<file path="config.mk">
export PLATFORM = sky130hd
export DESIGN_NAME = servo_pwm_multi
export DESIGN_NICKNAME = d
export VERILOG_FILES = /design/src/rtl/servo_pwm_multi.sv
export SDC_FILE = /design/constraint.sdc
export NUM_CORES = 1
export LEC_CHECK = 0
export ABC_AREA = 1
export BUFFER_PORTS_ARGS = -buffer_cell sky130_fd_sc_hd__buf_4
export CORE_UTILIZATION = 56
export CTS_CLUSTER_SIZE = 12
export DETAILED_ROUTE_END_ITERATION = 12
export GPL_ROUTABILITY_DRIVEN = 0
export PLACE_DENSITY = 0.76
export REMOVE_ABC_BUFFERS = 1
export SYNTH_ARGS = -nofsm -noshare
export SYNTH_HDL_FRONTEND = slang
export SYNTH_SLANG_ARGS = --single-unit
</file>
<file path="constraint.sdc">
create_clock -name clk -period 11.03 [get_ports clk]
set_input_delay 1.6545 -clock clk [delete_from_list [all_inputs] [get_ports clk]]
set_output_delay 1.6545 -clock clk [all_outputs]
set_load 0.05 [all_outputs]
</file>
<file path="src/rtl/servo_pwm_multi.sv">
// Multi-channel fixed-period servo PWM generator with one shared period counter.
// Widths are clamped on write and applied (optionally slew-limited) only at period boundaries.
module servo_pwm_multi #(
   parameter int CH       = 2,
   parameter int CNT_W    = 18,
   parameter int PERIOD   = 240000,
   parameter int DUTY_MIN = 12000,
   parameter int DUTY_MAX = 24000,
   parameter int DUTY_RST = 18000,
   parameter int STEP_MAX = 0,
   localparam int CH_W    = (CH > 1) ? $clog2(CH) : 1
) (
   input  logic             clk,
   input  logic             rst,
   input  logic             en,
   input  logic             wr_en,
   input  logic [CH_W-1:0]  wr_ch,
   input  logic [CNT_W-1:0] wr_duty,
   output logic [CH-1:0]    pwm_out,
   output logic             period_start,
   output logic             settled
);

   localparam logic [CNT_W-1:0] L_MIN  = CNT_W'(DUTY_MIN);
   localparam logic [CNT_W-1:0] L_MAX  = CNT_W'(DUTY_MAX);
   localparam logic [CNT_W-1:0] L_RST  = CNT_W'(DUTY_RST);
   localparam logic [CNT_W-1:0] L_STEP = CNT_W'(STEP_MAX);
   localparam logic [CNT_W-1:0] L_LAST = CNT_W'(PERIOD - 1);
   localparam logic [CH_W:0]    L_CH   = (CH_W + 1)'(CH);

   logic [CNT_W-1:0] r_cnt;
   logic [CNT_W-1:0] r_target [CH];
   logic [CNT_W-1:0] r_act    [CH];
   logic [CH-1:0]    r_pwm;
   logic             r_period_start;
   logic             r_settled;

   logic [CNT_W-1:0] w_tgt_next [CH];
   logic [CNT_W-1:0] w_act_next [CH];
   logic [CH-1:0]    w_eq;
   logic [CH-1:0]    w_pwm_next;
   logic [CNT_W-1:0] w_duty_clamped;
   logic             w_boundary;
   logic             w_wr_ok;

   assign w_boundary = en && (r_cnt == L_LAST);
   assign w_wr_ok    = wr_en && ({1'b0, wr_ch} < L_CH);

   always_comb begin
      w_duty_clamped = wr_duty;
      if (wr_duty < L_MIN)
         w_duty_clamped = L_MIN;
      else if (wr_duty > L_MAX)
         w_duty_clamped = L_MAX;
   end

   generate
      for (genvar gi = 0; gi < CH; gi++) begin : g_ch
         logic             w_hit;
         logic             w_up;
         logic [CNT_W-1:0] w_diff;
         logic [CNT_W-1:0] w_delta;
         logic [CNT_W-1:0] w_act_slew;

         assign w_hit   = w_wr_ok && (wr_ch == CH_W'(gi));
         assign w_up    = r_target[gi] > r_act[gi];
         assign w_diff  = w_up ? (r_target[gi] - r_act[gi]) : (r_act[gi] - r_target[gi]);
         // With no slew limit the full distance is taken, landing exactly on target.
         assign w_delta = ((STEP_MAX == 0) || (w_diff <= L_STEP)) ? w_diff : L_STEP;
         assign w_act_slew = w_up ? (r_act[gi] + w_delta) : (r_act[gi] - w_delta);

         // The boundary update reads the old target; a same-cycle write lands next period.
         assign w_act_next[gi] = w_boundary ? w_act_slew : r_act[gi];
         assign w_tgt_next[gi] = w_hit ? w_duty_clamped : r_target[gi];
         assign w_eq[gi]       = (w_act_next[gi] == w_tgt_next[gi]);
         assign w_pwm_next[gi] = en && (r_cnt < r_act[gi]);
      end
   endgenerate

   always_ff @(posedge clk) begin
      if (rst) begin
         r_cnt          <= '0;
         r_pwm          <= '0;
         r_period_start <= 1'b0;
         r_settled      <= 1'b1;
         for (int i = 0; i < CH; i++) begin
            r_target[i] <= L_RST;
            r_act[i]    <= L_RST;
         end
      end else begin
         if (!en || (r_cnt == L_LAST))
            r_cnt <= '0;
         else
            r_cnt <= r_cnt + 1'b1;
         r_pwm          <= w_pwm_next;
         r_period_start <= en && (r_cnt == '0);
         r_settled      <= &w_eq;
         for (int i = 0; i < CH; i++) begin
            r_target[i] <= w_tgt_next[i];
            r_act[i]    <= w_act_next[i];
         end
      end
   end

   assign pwm_out      = r_pwm;
   assign period_start = r_period_start;
   assign settled      = r_settled;

endmodule

</file>
==> results.tsv <==
metric	value	unit
maxSlewHeadroom	38.6	%
netlist_instances	2273	
synth_top_flop_cell	dfxtp_1	
via_count	14400	
yosysSeqAreaShare	14.4	%
min_path_type	reg2reg	
cts_tree	yes	
reg2reg_depth	38	
ir_drop	0.0874	mV
cts-root-buf	clkbuf_16	
r2r_slack	4.88	ns
worstPathMaxFanout	23	
reg2reg_from	r_act[0][25]	
fmax	163	MHz
powerDensity	128	nW/um^2
chipWidth	155	um
grt.total_usage	36.2	%
slew_violations	0	
crit_start	r_act[0][25]	
nNetsFinal	2446	
design.core.area	22700	um^2
r2r_end	settled	
firstDrtPassIters	6	
grt_max_degree	55	
cp_slowest_cell	ha_1	
post-route-min-period	6.15	ns
port_buffers	26	
min_period_over_period	55.7	%
htreeDepth	3	
fp.dieH	155	um
clk_latency	0.36	ns
hp-start	r_cnt[0]	
setup_tns	0	ns
synthesis.area	13000	um^2
async_reset_ff_share	0	%
hold_viol	0	
die-area	23900	um^2
worst_pin_slew	0.920	ns
vias_per_cell	5.60	
rows	55	
grt_pass1_vias	13900	
outcome	finished, final reports clean	
place_ws	5.05	ns
critPathRequiredTime	11.32	ns
clockBufferDepth	2	
rsz0062_at_grt	false	
cts_buffers	9	
synth-edff-count	0	
cts.sinks	94	
critPathLaunchType	flip-flop	
ys.warnings.count	0	
grt-ovfl-total	0	
leakagePower	0.00782	uW
ys_seq_elements	94	
initial_core_util	57.4	%
wl	42.1	mm
final_layout_size_suffix_gt1_share	6.13	%
antenna_left	0	
end_kind	flip-flop	
setup_viol_count_final	0	
drt_iter0_drc	1453	
wire_per_inst	16.4	um
cts-resized-gates	0	
fin_cells	2567	
skew	0.0135	ns
grt_pass1_wl	68.3	mm
ys_types	57	
n_antenna_cell	0	
crit_top_cell	nand2_1	
dp_hpwl	34.2	mm
cts_setup_buffers	0	
cpPeakStageDelay	0.45	ns
worstSetupEndpoint	settled	
route.detailed.drc	0	
min_path_cells	1	
arrival	6.44	ns
cap_violations	0	
hold_buffers	0	
postSynthAreaPerCell	5.73	um^2
place_inst	2551	
ioPinCount	27	
area_growth	5.31	%
grt_antenna_before_repair	0	
path_clk_slew	0.07	ns
layout_setup_ws	4.88	ns
critical_path_class	reg2reg	
## through the flow
step | power [uW] | utilization, % | hold slack, ns | cell area [um^2]
after global placement | 1360 | 59.0 | 0.459 | 13400
after detailed placement | 1380 | 59.0 | 0.473 | 13400
after global routing | 1890 | 60.4 | 0.518 | 13700
after floorplan | 1140 | - | 0.427 | 12800
final | 1760 | 60.4 | 0.493 | 13700
after CTS | 1730 | 60.4 | 0.491 | 13700
## power breakdown
part / switching, uW / leakage [uW] / internal (uW)
logic: 718 / 0.00690 / 341
clock network: 153 / 0.000155 / 201
registers: 5.19 / 0.000763 / 345
## Yosys cell counts, types with 4 or more instances
master / n / area, um^2
nand2_1: 763 / 2860
inv_1: 381 / 1430
nand3_1: 170 / 851
nor2_1: 164 / 616
ha_1: 140 / 1750
a21oi_1: 121 / 606
dfxtp_1: 94 / 1880
o21ai_0: 78 / 390
nand4_1: 64 / 400
xor2_1: 54 / 473
nor3_1: 35 / 175
nand2_2: 34 / 213
clkbuf_1: 18 / 67.6
nand2_4: 12 / 135
xnor2_1: 11 / 96.3
buf_2: 10 / 50.1
inv_2: 10 / 37.5
nor2_2: 10 / 62.6
nand3b_1: 9 / 67.6
o21ai_1: 8 / 40.0
nand3_2: 7 / 70.1
nor4_1: 7 / 43.8
fa_1: 6 / 120
a21o_1: 5 / 37.5
o21bai_1: 4 / 30.0
or2_2: 4 / 25.0
## final cells by class
type                            instances  area, um^2
Clock inverter                          6        92.6
Fill cell                            2305        8980
Tap cell                              285         357
Inverter                              395        1490
Timing Repair Buffer                   30         225
Sequential cell                        94        1880
Clock buffer                           10         229
Multi-Input combinational cell       1747        9450
## state kept, by name (all words and copies together) (netlist names)
signal / count
settled: 1
pwm_out: 2
period_start: 1
r_target: 36
r_cnt: 18
r_act: 36
## worst min-delay path by stage
| stage | to | slack [ns] |
|---|---|---|
| after detailed placement | r_cnt[0] | 0.47 |
| final | r_cnt[0] | 0.49 |
| after global routing | r_act[0][35] | 0.52 |
| after floorplan | r_cnt[0] | 0.43 |
| after global placement | r_cnt[0] | 0.46 |
| after CTS | r_cnt[0] | 0.49 |
## worst max-delay path, delay by kind of cell, from the launching register on
kind / cells / cell delay, ns
buf+inv: 3 / 0.23
compound gates: 5 / 0.82
xor+xnor: 2 / 0.43
flops: 1 / 0.39
fa+ha+maj: 3 / 0.94
simple gates: 25 / 3.25
## cells by family (layout without fill, tap and decap cells)
logic type      count (synthesis)  after routing  synth area share (%)
simple gates                 1293           1293                  43.6
buf+inv                       432            441                  13.0
compound gates                242            242                  10.1
mux                             1              1                0.0768
xor+xnor                       65             65                  4.37
flops                          94             94                  14.4
fa+ha+maj                     146            146                  14.4
## layout by cell type, fill, tap and decap left out, types with 6 or more instances in the layout
cell	count
xor2_1	54
nand2_1	763
nand3_2	7
o21ai_1	8
nand3_1	170
nand2_2	34
o21ai_0	78
buf_4	30
nand4_1	64
dfxtp_1	94
xnor2_1	11
ha_1	140
inv_2	10
nor2_2	10
a21oi_1	121
nor4_1	7
nand3b_1	9
nor2_1	164
nor3_1	35
fa_1	6
nand2_4	12
inv_1	381
clkbuf_16	9
## per-layer routing
metal  wire length [um]  track usage, %  share of wire (%)
met1              17200            41.6                 41
met2              19700            63.4                 47
met3               2350            4.23                5.6
met4               2850            23.4                6.8
met5                  0               0                  0
(Power assumes the default switching activity.)
